$ cat config.mk
export PLATFORM = sky130hd
export DESIGN_NAME = quad_encoder_error
export DESIGN_NICKNAME = d
export VERILOG_FILES = /design/src/rtl/enc_pkg.sv /design/src/rtl/enc_input_filter.sv /design/src/rtl/quad_encoder_error.sv
export SDC_FILE = /design/constraint.sdc
export NUM_CORES = 1
export LEC_CHECK = 0
export BUFFER_PORTS_ARGS = -buffer_cell sky130_fd_sc_hd__buf_2
export CAP_MARGIN = 20
export CELL_PAD_IN_SITES_DETAIL_PLACEMENT = 0
export CELL_PAD_IN_SITES_GLOBAL_PLACEMENT = 1
export CORE_UTILIZATION = 40
export CTS_BUF_LIST = sky130_fd_sc_hd__clkbuf_8
export CTS_CLUSTER_DIAMETER = 50
export DETAILED_ROUTE_END_ITERATION = 10
export PLACE_DENSITY_LB_ADDON = 0.1
export SYNTH_ARGS = -nofsm -noshare
export SYNTH_HDL_FRONTEND = slang
export SYNTH_SLANG_ARGS = --single-unit
$ cat constraint.sdc
create_clock -name clk -period 8.4 [get_ports clk]
set_clock_uncertainty 0.15 [all_clocks]
set_input_delay 1.68 -clock clk [delete_from_list [all_inputs] [get_ports clk]]
set_output_delay 1.68 -clock clk [all_outputs]
set_load 0.02 [all_outputs]
$ cat src/rtl/enc_pkg.sv
// ---------------------------------------------------------------------------
// enc_pkg
//   Shared definitions for the quadrature encoder feedback front-end:
//     CNT_W        width of position, setpoint and error (two's complement)
//     dec_state_t  decoder FSM states (INIT / TRACK)
//     step_t       result of comparing two {A,B} samples
//     gray_step()  {A,B} transition lookup: +1 / -1 / none / illegal
//     sat_sub()    a - b evaluated one bit wider and clamped to CNT_W
// ---------------------------------------------------------------------------
package enc_pkg;

  localparam int CNT_W = 32;

  typedef enum logic {
    ST_INIT  = 1'b0,
    ST_TRACK = 1'b1
  } dec_state_t;

  typedef enum logic [1:0] {
    STEP_NONE    = 2'd0,
    STEP_FWD     = 2'd1,
    STEP_REV     = 2'd2,
    STEP_ILLEGAL = 2'd3
  } step_t;

  // Forward order on {A,B} is 00 -> 01 -> 11 -> 10 -> 00.
  function automatic step_t gray_step(input logic [1:0] prev, input logic [1:0] cur);
    step_t s;
    // NOTE: s is assigned on every path, so callers in always_comb infer no latch.
    s = STEP_REV;
    if (prev == cur) begin
      s = STEP_NONE;
    end else if ((prev ^ cur) == 2'b11) begin
      s = STEP_ILLEGAL;
    end else begin
      case ({prev, cur})
        4'b00_01, 4'b01_11, 4'b11_10, 4'b10_00: s = STEP_FWD;
        default:                                s = STEP_REV;
      endcase
    end
    return s;
  endfunction

  // Overflow of the CNT_W+1 bit difference shows up as the top two bits differing.
  function automatic logic [CNT_W-1:0] sat_sub(input logic [CNT_W-1:0] a,
                                               input logic [CNT_W-1:0] b);
    logic [CNT_W:0]   diff;
    logic [CNT_W-1:0] res;
    diff = {a[CNT_W-1], a} - {b[CNT_W-1], b};
    res  = diff[CNT_W-1:0];
    if (diff[CNT_W] != diff[CNT_W-1]) begin
      res = diff[CNT_W] ? {1'b1, {(CNT_W-1){1'b0}}} : {1'b0, {(CNT_W-1){1'b1}}};
    end
    return res;
  endfunction

endpackage

$ cat src/rtl/enc_input_filter.sv
// ---------------------------------------------------------------------------
// enc_input_filter
//   One asynchronous encoder pin: 2-FF synchronizer followed by a glitch
//   filter. The filtered level only follows the synchronized pin after
//   FILT_LEN consecutive samples that differ from the current level.
//   Ports:
//     clk    system clock
//     reset  synchronous, active-high; level returns to 0
//     pin    raw asynchronous input
//     level  filtered, synchronous level
// ---------------------------------------------------------------------------
module enc_input_filter #(
  parameter int FILT_LEN = 4
) (
  input  logic clk,
  input  logic reset,
  input  logic pin,
  output logic level
);

  localparam int CW = (FILT_LEN > 1) ? $clog2(FILT_LEN) : 1;
  localparam logic [CW-1:0] RUN_LAST = CW'(FILT_LEN - 1);

  logic [1:0]    sync;
  logic [CW-1:0] run;   // differing samples seen so far, minus one on acceptance

  // NOTE: sequential state uses non-blocking assignments so every register
  // samples the pre-edge values of the others (sync[1] here is last cycle's).
  always_ff @(posedge clk) begin
    if (reset) begin
      sync  <= '0;
      run   <= '0;
      level <= 1'b0;
    end else begin
      sync <= {sync[0], pin};
      if (sync[1] == level) begin
        run <= '0;
      end else if (run == RUN_LAST) begin
        level <= sync[1];
        run   <= '0;
      end else begin
        run <= run + 1'b1;
      end
    end
  end

endmodule

$ cat src/rtl/quad_encoder_error.sv
// ---------------------------------------------------------------------------
// quad_encoder_error
//   Quadrature (A/B/index) decoder with signed position count and a
//   periodically sampled, saturated error e = setpoint - position.
//   Optional macro: INDEX_HOME_EN enables index-pulse homing.
//   Ports:
//     clk, reset           clock; synchronous active-high reset
//     enc_a, enc_b, enc_i  asynchronous encoder pins
//     setpoint, set_valid  target position, captured when set_valid=1
//     zero_pos             clear position this cycle (highest priority)
//     home_arm             arm index homing (INDEX_HOME_EN only)
//     position             signed position count, wraps modulo 2^CNT_W
//     e_out, e_valid       clamped error sample and its one-cycle strobe
//     dir                  direction of last accepted step (1 = forward)
//     illegal_cnt          illegal A/B transitions, saturating at 255
//     homed                index homing completed (0 without INDEX_HOME_EN)
// ---------------------------------------------------------------------------
module quad_encoder_error
  import enc_pkg::*;
#(
  parameter int FILT_LEN   = 4,
  parameter int SAMPLE_DIV = 1000
) (
  input  logic             clk,
  input  logic             reset,
  input  logic             enc_a,
  input  logic             enc_b,
  input  logic             enc_i,
  input  logic [CNT_W-1:0] setpoint,
  input  logic             set_valid,
  input  logic             zero_pos,
  input  logic             home_arm,
  output logic [CNT_W-1:0] position,
  output logic [CNT_W-1:0] e_out,
  output logic             e_valid,
  output logic             dir,
  output logic [7:0]       illegal_cnt,
  output logic             homed
);

  localparam int DIV_W = $clog2(SAMPLE_DIV);
  localparam logic [DIV_W-1:0] DIV_LAST = DIV_W'(SAMPLE_DIV - 1);

  logic             a_f, b_f;
  logic [1:0]       ab_cur, ab_prev;
  dec_state_t       state;
  step_t            step;
  logic             home_evt;
  logic [CNT_W-1:0] setpoint_reg;
  logic [DIV_W-1:0] div_cnt;

  enc_input_filter #(.FILT_LEN(FILT_LEN)) u_filt_a (
    .clk(clk), .reset(reset), .pin(enc_a), .level(a_f)
  );
  enc_input_filter #(.FILT_LEN(FILT_LEN)) u_filt_b (
    .clk(clk), .reset(reset), .pin(enc_b), .level(b_f)
  );

  assign ab_cur = {a_f, b_f};

  always_comb begin
    step = gray_step(ab_prev, ab_cur);
  end

`ifdef INDEX_HOME_EN
  logic i_f, i_prev, armed;

  enc_input_filter #(.FILT_LEN(FILT_LEN)) u_filt_i (
    .clk(clk), .reset(reset), .pin(enc_i), .level(i_f)
  );

  assign home_evt = armed & i_f & ~i_prev;

  // Arming is sticky until the first filtered index rising edge consumes it.
  always_ff @(posedge clk) begin
    if (reset) begin
      i_prev <= 1'b0;
      armed  <= 1'b0;
      homed  <= 1'b0;
    end else begin
      i_prev <= i_f;
      if (home_evt) begin
        armed <= 1'b0;
        homed <= 1'b1;
      end else if (home_arm) begin
        armed <= 1'b1;
        homed <= 1'b0;
      end
    end
  end
`else
  logic unused_home;
  assign unused_home = &{1'b0, enc_i, home_arm};
  assign home_evt    = 1'b0;
  assign homed       = 1'b0;
`endif

  // Decoder: INIT adopts the first filtered {A,B} without counting.
  // Clearing (zero_pos or index home) overrides any step in the same cycle.
  always_ff @(posedge clk) begin
    if (reset) begin
      state       <= ST_INIT;
      ab_prev     <= 2'b00;
      position    <= '0;
      dir         <= 1'b0;
      illegal_cnt <= 8'd0;
    end else begin
      ab_prev <= ab_cur;
      if (state == ST_INIT) begin
        state <= ST_TRACK;
      end
      if (zero_pos || home_evt) begin
        position <= '0;
      end else if (state == ST_TRACK) begin
        case (step)
          STEP_FWD: begin
            position <= position + 1'b1;
            dir      <= 1'b1;
          end
          STEP_REV: begin
            position <= position - 1'b1;
            dir      <= 1'b0;
          end
          default: ;
        endcase
      end
      if (state == ST_TRACK && step == STEP_ILLEGAL && illegal_cnt != 8'hFF) begin
        illegal_cnt <= illegal_cnt + 8'd1;
      end
    end
  end

  always_ff @(posedge clk) begin
    if (reset) begin
      setpoint_reg <= '0;
    end else if (set_valid) begin
      setpoint_reg <= setpoint;
    end
  end

  // Sample divider; the error is taken from the registered setpoint and
  // position, so a setpoint loaded on a terminal cycle lands in the next sample.
  always_ff @(posedge clk) begin
    if (reset) begin
      div_cnt <= '0;
      e_out   <= '0;
      e_valid <= 1'b0;
    end else begin
      e_valid <= 1'b0;
      if (div_cnt == DIV_LAST) begin
        div_cnt <= '0;
        e_out   <= sat_sub(setpoint_reg, position);
        e_valid <= 1'b1;
      end else begin
        div_cnt <= div_cnt + 1'b1;
      end
    end
  end

endmodule

==> out/qor.txt, run 1 <==
status -> finished clean
Worst EP arrival -> 4.06 ns
Gate Count Post-Synth -> 977
final hold violations -> 0
unrepaired setup endpoints after global routing -> false
CTS resizes -> 0
CP startpoint -> u_filt_b.level
Hold Path Origin -> u_filt_b.run[0]
gr usage total -> 22.29%
Skew-Pair Late Insertion Delay -> 0.45 ns
P_leak -> 0.003759 uW
Finished Core Util -> 47.20%
iteration-0 DRC count of the detailed router -> 461
clk sink count -> 129
Finished Cell Area -> 8947 sq um
vias in the first global route -> 6,697
post-synthesis simple-gate area fraction -> 23.78%
final critical-path required period -> 3.879 ns
Vias/cell -> 5.417
Synth-to-Final Area Change -> 14.00%
DRC Markers -> 0
Syn Nets -> 1,057
Synth Area in Adders -> 6.472%
overall power -> 1356 uW
I/O pin count -> 115
count leader, synth -> dfxtp_1
I/O Buffers -> 111
final setup fails -> 0
Final Slew Violations -> 0
ys flop type -> dfxtp_1
sequential share of the synthesized area -> 32.90%
die area -> 20,190 sq um
Die Y -> 142.1 microns
FF-to-FF Start -> u_filt_b.level
pwr/cell area -> 151.6 nW/um^2
synth top area cells -> dfxtp_1, ha_1, nor2_1
grt ovf -> 0
type of origin of the critical path -> register
chip width -> 142.1 microns
CTS tree -> built
Reg clk slew, reported paths -> 0.08 ns
Synth top cells by count -> dfxtp_1, nor2_1, nand2_1
synthesis-stage register bit count -> 129
post-synth cell types -> 75
Min-Delay Path Class -> register to register
syn avg cell area -> 8.034 sq um
Worst setup EP type -> register
relative slew slack -> 32.83%
Inserted Diodes -> 0
Root Driver -> clkbuf_8
post-synth top area cell -> dfxtp_1
Worst-Margin Slew -> 1.008 ns
max incr delay on CP -> 0.48 ns
post-DP HPWL -> 16,490 microns
CORE AREA -> 18,960 sq um
kind of critical path -> register to register
mux cell area share after synthesis -> 5.659%
critical-path maximum fanout -> 5
drt pass-1 iters -> 5
antenna violations before repair -> 0
Total Wirelength -> 22,040 microns
Synth Area in XOR/XNOR -> 7.349%
Clock Path Buffers -> 2
Starting Density -> 41.41%
f_max -> 257.8 MHz
number of enable flip-flop cells after synthesis -> 0
routability cong. -> 0.8745
Synth Cell Area -> 7849 sq um
H-Tree Depth -> 4
Post-DP Area -> 8562 sq um
Crit path required time -> 8.58 ns
CTS Buf Count -> 17
largest net degree at the start of global routing -> 61
DR WL/cell -> 16.49 microns
share of the synthesized area in the top cell type -> 32.90%
ANT nets after route -> 0
first-pass GRT wire length -> 35,080 microns
largest family of logic cells by synthesized area -> simple AND/OR/NAND/NOR gates
Tcrit/Tclk final -> 46.18%
fin nets -> 1,143
Sum Neg Setup Slack -> 0 ns
peak supply drop -> 0.09948 mV
max_cap viols -> 0
num rows -> 50
Async SR Flop Fraction -> 0%
worst-path cell chain -> xor2_1 -> inv_1 -> ha_1 -> or2_2 -> a21oi_2 -> xnor2_1 -> ha_1 -> nor4_1 -> nand2_1 -> o31ai_1 -> o41ai_2 -> nand3_1 -> mux2i_1 -> xnor2_1 -> nor2_1
complex-gate fraction of the synthesized area -> 18.57%
CP max stage cell -> dfxtp_1
Hold Buf Count CTS -> 0
setup bufs post-CTS -> 0
DR vias -> 7,237
fraction of layout cells with a size suffix above 1 -> 16.26%
Ys Warns -> 0
-- layout by cell type (no fill, tap or decap), drive strengths merged, types with 26 or more instances in the layout --
cell type  instances
nand2             82
xnor2             40
ha                39
dfxtp            129
nor2             115
inv               51
nand4             29
buf              119
nand3             38
nor3              26
o21ai             37
o211ai            39
a21oi             60
mux2i             44
-- critical path, delay by kind of cell, from the launching register on --
family                     cells  cell delay [ns]
and+or+nand+nor                5             1.21
AOI/OAI and AO/OA              3             0.72
DFF                            1             0.48
xor gates and xnor gates       3             0.44
buffers and inverters          1             0.07
adders and majority gates      2             0.43
muxes                          1             0.24
-- final timing paths --
| path | to | slack [ns] | depth (start not counted) |
|---|---|---|---|
| worst max-delay path | position[28] | 4.52 | 15 |
| worst min-delay path | u_filt_b.run[0] | 0.27 | 1 |
| worst max register to register | position[28] | 4.52 | 15 |
| worst min register to register | u_filt_b.run[0] | 0.27 | 1 |
-- cell type report --
type                    instances  area [sq um]
fillers                      1943         10010
multi-input cells             749          4870
flip-flops and latches        129          2582
repair buffers                119         623.1
well taps                     260         325.3
clock buffers                  17         234.0
inverters                      47         176.4
clock inverters                15         136.4
-- cells by family after synthesis --
group,Yosys count
and+or+nand+nor,383
DFF,129
xor gates and xnor gates,65
buffers and inverters,99
AOI/OAI and AO/OA,216
adders and majority gates,40
muxes,44
other,1
-- metal layers --
| metal | share of wire, % | track usage, % | vias to the layer above |
|---|---|---|---|
| met5 | 0 | 0 | - |
| met4 | 1.4 | 5.942 | 0 |
| met3 | 5.1 | 4.240 | 25 |
| met2 | 47 | 37.82 | 187 |
| met1 | 47 | 28.80 | 3362 |
| li1 | - | - | 3663 |
-- through the flow --
step	hold slack (ns)	instances	setup WS (ns)
3_5_place_dp	0.2616	1303	4.209
3_3_place_gp	0.2592	1303	4.208
6_report	0.2738	1336	4.521
2_1_floorplan	0.2474	977	4.284
4_1_cts	0.2745	1335	4.199
5_1_grt	0.2827	1336	4.246
-- where the power goes --
part | switching (uW) | internal [uW] | total [uW]
clock | 273 | 236 | 509
sequential | 7.75 | 623 | 631
combinational | 126 | 90.9 | 217
total | 407 | 949 | 1360
No activity file was read; power rests on OpenSTA's default activity.
==> run 2: changes to the inputs <==
clock period = 3.6 ns   (was 8.4 ns; I/O delays follow)
==> run 2 against run 1 <==
Compared with the run above:
- via count increased by 2.4%
- global-route usage grew 0.99 points
- worst setup slack got worse by 4.4 ns
- sequential share of layout area down 1.2 points
==> out/qor.txt, run 2 (same netlist as run 1, synthesis figures left out) <==
iteration-0 DRC count of the detailed router -> 490
Total Wirelength -> 22,920 microns
Tcrit/Tclk final -> 95.89%
CORE AREA -> 18,960 sq um
final setup fails -> 0
Worst EP arrival -> 3.69 ns
Finished Core Util -> 49.47%
f_max -> 289.7 MHz
Reg clk slew, reported paths -> 0.08 ns
Sequential Area -> 2592 sq um
final hold violations -> 0
status -> finished clean
Inserted Diodes -> 0
vias in the first global route -> 6,905
critical-path maximum fanout -> 5
num rows -> 50
commonest non-fill, non-tap cell in the layout -> dfxtp_1
CTS Buf Count -> 17
routability cong. -> 0.8802
final-layout fill cell count -> 1,951
pwr/cell area -> 363.5 nW/um^2
Starting Density -> 41.41%
H-Tree Depth -> 4
antenna violations before repair -> 0
relative slew slack -> 33.78%
Sum Neg Setup Slack -> 0 ns
Post-DP Area -> 8874 sq um
Min-Delay Path Class -> register to register
Synth-to-Final Area Change -> 19.48%
type of origin of the critical path -> register
multi-input logic area -> 4918 sq um
ANT nets after route -> 0
Worst setup EP type -> register
DR vias -> 7,408
largest net degree at the start of global routing -> 51
die area -> 20,190 sq um
kind of critical path -> register to register
DRC Markers -> 0
fin nets -> 1,180
max_cap viols -> 0
drt pass-1 iters -> 5
Crit path required time -> 3.84 ns
Finished Cell Area -> 9378 sq um
most frequent cells in the layout -> dfxtp_1, nor2_1, buf_2, nand2_1, a21oi_1
I/O pin count -> 115
placed cells -> 1,338
Hold Buf Count CTS -> 0
gr usage total -> 23.29%
DR WL/cell -> 16.70 microns
Root Driver -> clkbuf_8
final critical-path required period -> 3.452 ns
Die Y -> 142.1 microns
Vias/cell -> 5.395
grt ovf -> 0
CTS tree -> built
P_leak -> 0.003998 uW
Worst-Margin Slew -> 0.9933 ns
clk sink count -> 129
fraction of layout cells with a size suffix above 1 -> 20.04%
overall power -> 3408 uW
Clock Path Buffers -> 2
first-pass GRT wire length -> 36,490 microns
chip width -> 142.1 microns
Skew-Pair Late Insertion Delay -> 0.46 ns
I/O Buffers -> 111
peak supply drop -> 0.2513 mV
Finished Layout Cells -> 1,373
Final Slew Violations -> 0
post-DP HPWL -> 17,370 microns
-- run 2: cell types whose count changed in the layout (fill, tap and decap cells not counted), sizes merged --
cell,before,now
buf,119,156
bufinv,1,4
inv,51,48
clkbuf,17,19
clkinvlp,6,4
-- run 2: final cells by class --
type                    instances  share of cell area, %
well taps                     260                  3.469
multi-input cells             749                  52.45
clock buffers                  19                  2.789
repair buffers                156                  9.793
inverters                      47                  1.881
flip-flops and latches        129                  27.65
clock inverters                13                  1.975
-- run 2: power breakdown --
part           switching, uW  internal (uW)
sequential              16.8           1450
combinational            299            224
clock                    625            792
total                    941           2470
-- run 2: timing repair --
item / in CTS / in global routing
setup buffers: 0 / 3
endpoints found under the setup margin: 0 / 30
resized for setup: 0 / 8
-- run 2: worst paths after layout --
path	start	to	slack [ns]	cells past startpoint
setup / recovery	u_filt_a.level	position[22]	0.15	13
hold / removal	u_filt_b.run[0]	u_filt_b.run[0]	0.27	1
setup reg to reg	u_filt_a.level	position[22]	0.15	13
hold reg to reg	u_filt_b.run[0]	u_filt_b.run[0]	0.27	1
-- run 2: stage by stage --
step,hold slack (ns),setup slack [ns]
3_3_place_gp,0.2588,0.2130
2_1_floorplan,0.2474,0.01362
3_5_place_dp,0.2604,0.1773
4_1_cts,0.2717,0.1593
6_report,0.2695,0.1479
5_1_grt,0.3009,-0.02153
-- run 2: worst max-delay path, stage by stage, from the launching register on --
cell	delay [ns]
dfxtp_4	0.38
xor2_2	0.18
ha_1	0.24
or2_4	0.31
a21oi_4	0.13
xnor2_1	0.14
ha_2	0.23
nand4_1	0.15
a21oi_2	0.28
o211ai_2	0.16
and2_4	0.20
o41a_1	0.38
or3_1	0.33
a21oi_2	0.13
-- run 2: metal layers --
layer / track usage (%) / routed length (microns) / vias to the layer above / share of wire [%]
li1: - / - / 3753 / -
met4: 6.508 / 364 / 0 / 1.6
met1: 30.99 / 11030 / 3440 / 48
met2: 37.93 / 10450 / 188 / 46
met5: 0 / 0 / - / 0
met3: 4.845 / 1088 / 27 / 4.7
